## src/rtl/mem_arbiter_pkg.sv

```systemverilog
// mem_arbiter_pkg: shared types and constants for the core's memory-side blocks
package mem_arbiter_pkg;
  typedef enum logic [1:0] {IDLE, REQ, WAIT, RESP} state_t;
  typedef enum logic {OWN_IFU = 1'b0, OWN_LSU = 1'b1} owner_t;
  typedef enum logic [3:0] {
    ALU_ADD, ALU_SUB, ALU_AND, ALU_OR, ALU_XOR,
    ALU_SLL, ALU_SRL, ALU_SRA, ALU_SLT, ALU_SLTU
  } alu_op_t;
  typedef struct packed {
    logic [6:0] funct7;
    logic [4:0] rs2;
    logic [4:0] rs1;
    logic [2:0] funct3;
    logic [4:0] rd;
    logic [6:0] opcode;
  } inst_t;
  localparam logic [7:0] WMASK_B = 8'h01;
  localparam logic [7:0] WMASK_H = 8'h03;
  localparam logic [7:0] WMASK_W = 8'h0f;
endpackage

```

## src/rtl/mem_arbiter_rr_arb2.sv

```systemverilog
// rr_arb2: two-way round-robin grant; a tie goes to whoever was not granted last
module rr_arb2
  import mem_arbiter_pkg::*;
(
  input  logic       clk,
  input  logic       reset,
  input  logic [1:0] req,
  input  logic       take,
  output owner_t     gnt,
  output logic       gnt_valid
);
  owner_t last;
  always_comb begin
    gnt_valid = |req;
    gnt = req == 2'b11 ? (last == OWN_IFU ? OWN_LSU : OWN_IFU) : (req[1] ? OWN_LSU : OWN_IFU);
  end
  always_ff @(posedge clk)
    if (reset) last <= OWN_IFU;
    else if (take) last <= gnt;
endmodule

```

## src/rtl/mem_arbiter.sv

```systemverilog
// mem_arbiter: shares one memory port between fetch and load/store, one transaction at a time
module mem_arbiter
  import mem_arbiter_pkg::*;
#(
  parameter int TIMEOUT = 256,
  parameter int AW = 32
) (
  input  logic          clk,
  input  logic          reset,
  input  logic          ifu_req_valid,
  output logic          ifu_req_ready,
  input  logic [AW-1:0] ifu_addr,
  output logic          ifu_resp_valid,
  output logic [AW-1:0] ifu_rdata,
  input  logic          lsu_req_valid,
  output logic          lsu_req_ready,
  input  logic [AW-1:0] lsu_addr,
  input  logic [AW-1:0] lsu_wdata,
  input  logic          lsu_wen,
  input  logic [7:0]    lsu_wmask,
  output logic          lsu_resp_valid,
  output logic [AW-1:0] lsu_rdata,
  output logic          mem_req_valid,
  input  logic          mem_req_ready,
  output logic [AW-1:0] mem_addr,
  output logic [AW-1:0] mem_wdata,
  output logic          mem_wen,
  output logic [7:0]    mem_wmask,
  input  logic          mem_resp_valid,
  input  logic [AW-1:0] mem_rdata,
  output logic          err
);
  localparam int CW = $clog2(TIMEOUT) + 1;
  state_t state, state_n;
  owner_t owner_q, gnt;
  logic gnt_valid, hs, timeout, idle, resp;
  logic [AW-1:0] addr_q, wdata_q, rdata_q;
  logic wen_q;
  logic [7:0] wmask_q;
  logic [CW-1:0] cnt;
  rr_arb2 u_arb (
    .clk(clk), .reset(reset), .req({lsu_req_valid, ifu_req_valid}),
    .take(hs), .gnt(gnt), .gnt_valid(gnt_valid)
  );
  // handshake outputs are masked by reset so nothing escapes in the reset cycle
  always_comb begin
    idle = state == IDLE && !reset;
    resp = state == RESP && !reset;
    ifu_req_ready = idle && gnt_valid && gnt == OWN_IFU;
    lsu_req_ready = idle && gnt_valid && gnt == OWN_LSU;
    hs = (ifu_req_valid && ifu_req_ready) || (lsu_req_valid && lsu_req_ready);
    timeout = state == WAIT && !mem_resp_valid && cnt == CW'(TIMEOUT - 1);
    mem_req_valid = state == REQ && !reset;
    mem_addr = addr_q;
    mem_wdata = wdata_q;
    mem_wen = wen_q;
    mem_wmask = wmask_q;
    ifu_resp_valid = resp && owner_q == OWN_IFU;
    lsu_resp_valid = resp && owner_q == OWN_LSU;
    ifu_rdata = rdata_q;
    lsu_rdata = rdata_q;
  end
  always_comb begin
    state_n = state;
    case (state)
      IDLE: state_n = hs ? REQ : IDLE;
      REQ:  state_n = mem_req_ready ? WAIT : REQ;
      WAIT: state_n = (mem_resp_valid || timeout) ? RESP : WAIT;
      RESP: state_n = IDLE;
      default: state_n = IDLE;
    endcase
  end
  always_ff @(posedge clk)
    if (reset) state <= IDLE;
    else state <= state_n;
  always_ff @(posedge clk)
    if (reset) begin
      owner_q <= OWN_IFU;
      addr_q <= '0;
      wdata_q <= '0;
      wen_q <= 1'b0;
      wmask_q <= '0;
      rdata_q <= '0;
      cnt <= '0;
      err <= 1'b0;
    end else begin
      if (hs) begin
        owner_q <= gnt;
        addr_q <= gnt == OWN_LSU ? lsu_addr : ifu_addr;
        wdata_q <= gnt == OWN_LSU ? lsu_wdata : '0;
        wen_q <= gnt == OWN_LSU && lsu_wen;
        wmask_q <= gnt == OWN_LSU ? lsu_wmask : '0;
      end
      cnt <= state == WAIT ? cnt + CW'(1) : '0;
      if (state == WAIT && mem_resp_valid) rdata_q <= mem_rdata;
      else if (timeout) rdata_q <= '0;
      if (timeout || (mem_resp_valid && state != WAIT)) err <= 1'b1;
    end
endmodule

```

## config.mk

```make
export PLATFORM = sky130hd
export DESIGN_NAME = mem_arbiter
export DESIGN_NICKNAME = d
export VERILOG_FILES = /design/src/rtl/mem_arbiter_pkg.sv /design/src/rtl/mem_arbiter_rr_arb2.sv /design/src/rtl/mem_arbiter.sv
export SDC_FILE = /design/constraint.sdc
export NUM_CORES = 1
export LEC_CHECK = 0
export ABC_AREA = 0
export CORE_ASPECT_RATIO = 0.6
export CORE_UTILIZATION = 35
export DETAILED_ROUTE_END_ITERATION = 7
export MAX_ROUTING_LAYER = met4
export PLACE_DENSITY = 0.74
export SLEW_MARGIN = 40
export SYNTH_ARGS = -nofsm -noshare
export SYNTH_HDL_FRONTEND = slang
export SYNTH_SLANG_ARGS = --single-unit
```

## constraint.sdc

```tcl
create_clock -name clk -period 2.6 [get_ports clk]
set_clock_uncertainty 0.05 [all_clocks]
set_input_delay 0.52 -clock clk [delete_from_list [all_inputs] [get_ports clk]]
set_output_delay 0.52 -clock clk [all_outputs]
set_load 0.005 [all_outputs]
```

Yosys cells after proc, flatten, opt, wreduce, memory -nomap -nowiden --
Cells that the tools add are included.
Word-level totals: register bits after elaboration 118, output and inout port bits 143, logic and storage cells 55
Operators by class: $add $sub $neg 1, equality and inequality tests 6, mux-type cells 12, bitwise operators 3, reduce and logical (&&, ||, !) cells 24
Operator list (number):
- 2-to-1 mux 32 bit | 4
- logical AND 1 bit | 15
- adder 9 x 1 -> 9 bit (second input constant) | 1
- equality test 9 x 8 -> 1 bit (second input constant) | 1
- 2-to-1 mux 8 bit | 1
- one-hot mux 2 bit (4 select lines) | 1
- equality test 2 bit (second input constant) | 3
- 2-to-1 mux 1 bit | 5
- OR reduction 2 bit | 2
- logical OR 1 bit | 3
- inverter 1 bit | 3
- equality test 2 x 1 -> 1 bit (second input constant) | 1
- zero test 1 bit | 2
- zero test 2 bit | 1
- 2-to-1 mux 2 bit | 1
- != test 2 bit (second input constant) | 1
- nonzero test 2 bit | 1

Logic depth before layout (Yosys ltp) --
depth in word-level cells 8, gate-level depth with buffers 8, gate-level depth less buffers 7

Cells and area by module --
A second synthesis with hierarchy kept.
Second synthesis, totals: cell total of the unflattened synthesis 590, area total of the unflattened synthesis 5167.5 um^2
By module, submodules not included:
- mem_arbiter | times used 1, cells an instance 584, area an instance 5097.4 um^2, sequential area each 2362.3 um^2
- rr_arb2 | times used 1, cells an instance 6, area an instance 70.1 um^2, sequential area each 20.0 um^2

Worst setup path before layout --
No wires, ideal clock.
path kind input -> output, start in reset, end out ifu_req_ready, data arrival time 1329 ps, required time 2030 ps, path slack 701 ps, stages 6, path buffers 3, cell sequence clkbuf_1 nor3_2 buf_4 buf_2 nand2_1 nor2_1
On the way: word-level cells in the longest chain between the ends 4
Ends and longest elaborated chain:
- start: declaration | line mem_arbiter.sv:9 | input logic reset,
- zero test 1 bit | line mem_arbiter.sv:47 | idle = state == IDLE && !reset;
- logical AND 1 bit | line mem_arbiter.sv:47
- logical AND 1 bit (2 in a row) | line mem_arbiter.sv:49 | ifu_req_ready = idle && gnt_valid && gnt == OWN_IFU;
- end: declaration | line mem_arbiter.sv:11 | output logic ifu_req_ready,
No other way between the ends.

Worst setup path after layout --
start in ifu_req_valid, end out ifu_req_ready
On the way: word-level cells in the longest chain between the ends 4
Ends and longest elaborated chain:
- start: declaration | line mem_arbiter.sv:10 | input logic ifu_req_valid,
- equality test 2 bit | line mem_arbiter_rr_arb2.sv:15 | gnt = req == 2'b11 ? (last == OWN_IFU ? OWN_LSU : OWN_IFU) : (req[1] ? OWN_LSU : OWN_IFU);
- 2-to-1 mux 1 bit | line mem_arbiter_rr_arb2.sv:15
- inverter 1 bit | line mem_arbiter.sv:49
- logical AND 1 bit * | line mem_arbiter.sv:49
Every way passes the cells marked *; elsewhere a longest branch is shown, timed or not.

==> impl_results.md <==
* GR Overflow Total at 0
* Synth Area in Adders at 0.00491
* Power Dens Cells at 614 nW/um2
* WP data arrival at 1990 ps
* Die Width at 158 um
* Core Region at 13900 um2
* Slew Limit Fails at 0
* Placed instance area at 7770 um2
* Max Cap Viol at 0
* Final setup vio count at 0
* CP endpoint kind: output pin
* Outcome: completed
* Synth area leader: dfxtp_1
* Crit-path max FO at 4
* Clk root buf: clkbuf_16
* Drt wl/cell at 16.7 um
* R2R depth at 8
* Post-CTS Setup Bufs at 0
* IO Pins at 286
* Fin. Hold Viols at 0
* Relative max-transition margin at 0.475
* Initial DRC count at 281
* Post-Syn Area per Cell at 8.22 um2
* Total Routing Usage GR at 0.237
* RSZ-0062 raised after global routing: no
* Post-Syn Area at 5090 um2
* Rows at 33
* Fin nets at 990
* Clk_lat worst skew at 400 ps
* Critical Path Start Type: input pin
* Die Y at 95.4 um
* Yosys reg bits at 118
* First drt pass iteration count at 4
* Psw at 1.30 mW
* Hold WC Path Type: reg -> reg
* Most frequent cells in the layout: clkdlybuf4s50_1 (283), dfxtp_1 (118), a21oi_1 (110)
* Most common cell after layout, fill and taps aside: clkdlybuf4s50_1
* Fraction of layout cells with a size suffix above 1 at 0.0676
* Critical setup path kind: in -> out
* Post-synthesis xor/xnor area fraction at 0.00516
* Compound-gate portion of the synthesized area at 0.246
* Placer Congestion at 0.780
* First-pass GRT wire length at 26800 um
* Vias in the first global route at 5091
* Tmin final at 2560 ps
* Vias per inst at 5.14
* DR vias at 5397
* Unique masters post-synth at 33
* CTS tree: built
* Clock Sinks at 118
* Main combinational cell family by area after synthesis: compound AO/OA/AOI/OAI gates
* Leakage power total at 2.89 nW
* Cell count after synthesis at 620
* Synth-to-Final Area Change at 64.5%
* CTS Buffer Depth at 2
* Sequential area share after synthesis at 0.464
* Routed WL at 17600 um
* Fmax at 0.391 GHz
* Slew @ Worst Pin at 787 ps
* Ys Warns at 0
* Initial antenna violation count at 1
* Post-synth EDFFs at 0
* Setup TNS after final layout at 0 ps
* Finished Cell Area at 8380 um2
* Num CTS Buffers at 17
* Synth area leaders: dfxtp_1 (46%), a21oi_1 (11%), nand2_1 (7.4%)
* Area of the die at 15100 um2
* Initial Util at 0.366
* DP HPWL at 12000 um
* Largest net degree at the start of global routing at 71
* Clock power share at 0.456
* Fin crit share at 0.985
* Net Sw Frac at 0.253
* H-tree levels at 4
* Main flop type after synthesis: dfxtp_1
* Hold Path Depth at 2
* Comb pwr share at 0.163
* Post-synthesis mux area share at 0
* Synthesized Nets at 765
* PortBufs at 285
* Int Pwr at 3.84 mW
* Clock transition at path regs at 60 ps
* Area share of the largest cell type after synthesis at 0.464
* Hold Buf Count CTS at 0
* Asr flop ratio synth at 0
* Critical Path RT at 2030 ps
* VDD IR max at 366 uV
* # DRC at 0
* Post-route ant nets at 0
* Reg power frac at 0.381
* Synth Area in Simple Gates at 0.166
==> cells by family after synthesis <==
| group | after synthesis |
|---|---|
| AND/OR/NAND/NOR | 175 |
| flip-flops | 118 |
| AO/OA/AOI/OAI | 223 |
| buffers and inverters | 99 |
| adder cells (fa/ha/maj) | 2 |
| XOR/XNOR | 3 |
==> through the flow <==
step,std cells,hold WS (ps),utilization,setup WS (ps),power [mW]
final,1051,421,0.602,39.4,5.15
after global routing,1051,447,0.602,6.13,5.36
after CTS,1050,421,0.602,3.14,5.20
after detailed placement,1018,414,0.559,18.9,2.84
after global placement,1018,407,0.559,39.7,2.83
after floorplan,620,391,-,701,2.35
==> final timing paths <==
| path | slack [ps] | to | start |
|---|---|---|---|
| setup / recovery | 40 | ifu_req_ready | ifu_req_valid |
| hold / removal | 420 | mem_wdata[6]$_SDFFE_PP0P_ | mem_wdata[6]$_SDFFE_PP0P_ |
| setup reg to reg | 740 | ifu_rdata[4]$_SDFFE_PP0P_ | cnt[0]$_SDFF_PP0_ |
| hold reg to reg | 420 | mem_wdata[6]$_SDFFE_PP0P_ | mem_wdata[6]$_SDFFE_PP0P_ |
==> power groups by stage <==
stage | clock network (mW) | logic (mW) | registers (mW)
3_5_place_dp | 0 | 0.840 | 2.00
2_1_floorplan | 0 | 0.350 | 2.00
5_1_grt | 2.48 | 0.908 | 1.97
4_1_cts | 2.40 | 0.844 | 1.96
6_report | 2.35 | 0.841 | 1.96
3_3_place_gp | 0 | 0.840 | 1.99
==> routing by layer <==
metal	part of all wire	up-vias	GRT usage
met1	0.45	2557	0.297
met5	0	-	-
met4	0.011	0	0.0574
li1	-	2634	-
met2	0.46	192	0.373
met3	0.076	14	0.0727
==> sequential cells by signal, indices dropped and copies added (netlist names), 8 cells and up, named ones only <==
register	count
cnt	9
ifu_rdata	32
mem_addr	32
mem_wdata	32
mem_wmask	8
==> critical path, stage by stage <==
cell             delay [ps]
clkdlybuf4s50_1         490
or2_2                   350
nand2_1                  90
nor2_1                   40
clkdlybuf4s50_1         500
==> cell usage after synthesis (2+ instances only) <==
cell type	count
clkbuf_1	29
buf_4	36
inv_1	3
a21oi_1	110
nand3_1	6
buf_2	24
a311oi_1	32
or2_2	2
nor2_1	10
or3_1	4
nand2b_1	2
buf_6	6
nand4_1	42
xor2_1	2
nand2_1	100
o21ai_1	11
ha_1	2
dfxtp_1	118
o21ai_0	66
nor4bb_1	2
==> layout make-up <==
cell class	count	area, um2
Antenna cell	1	2.50
Timing Repair Buffer	302	2990
Clock buffer	19	453
Fill cell	1249	5540
Sequential cell	118	2360
Multi-Input combinational cell	403	2170
Tap cell	192	240
Inverter	3	11.3
Clock inverter	13	146
==> timing repair <==
item,4_1_cts,5_1_grt
hold endpoints to repair,0,0
endpoints found under the setup margin,0,2
gates resized for setup,0,1
No activity file was read; power rests on OpenSTA's default activity.
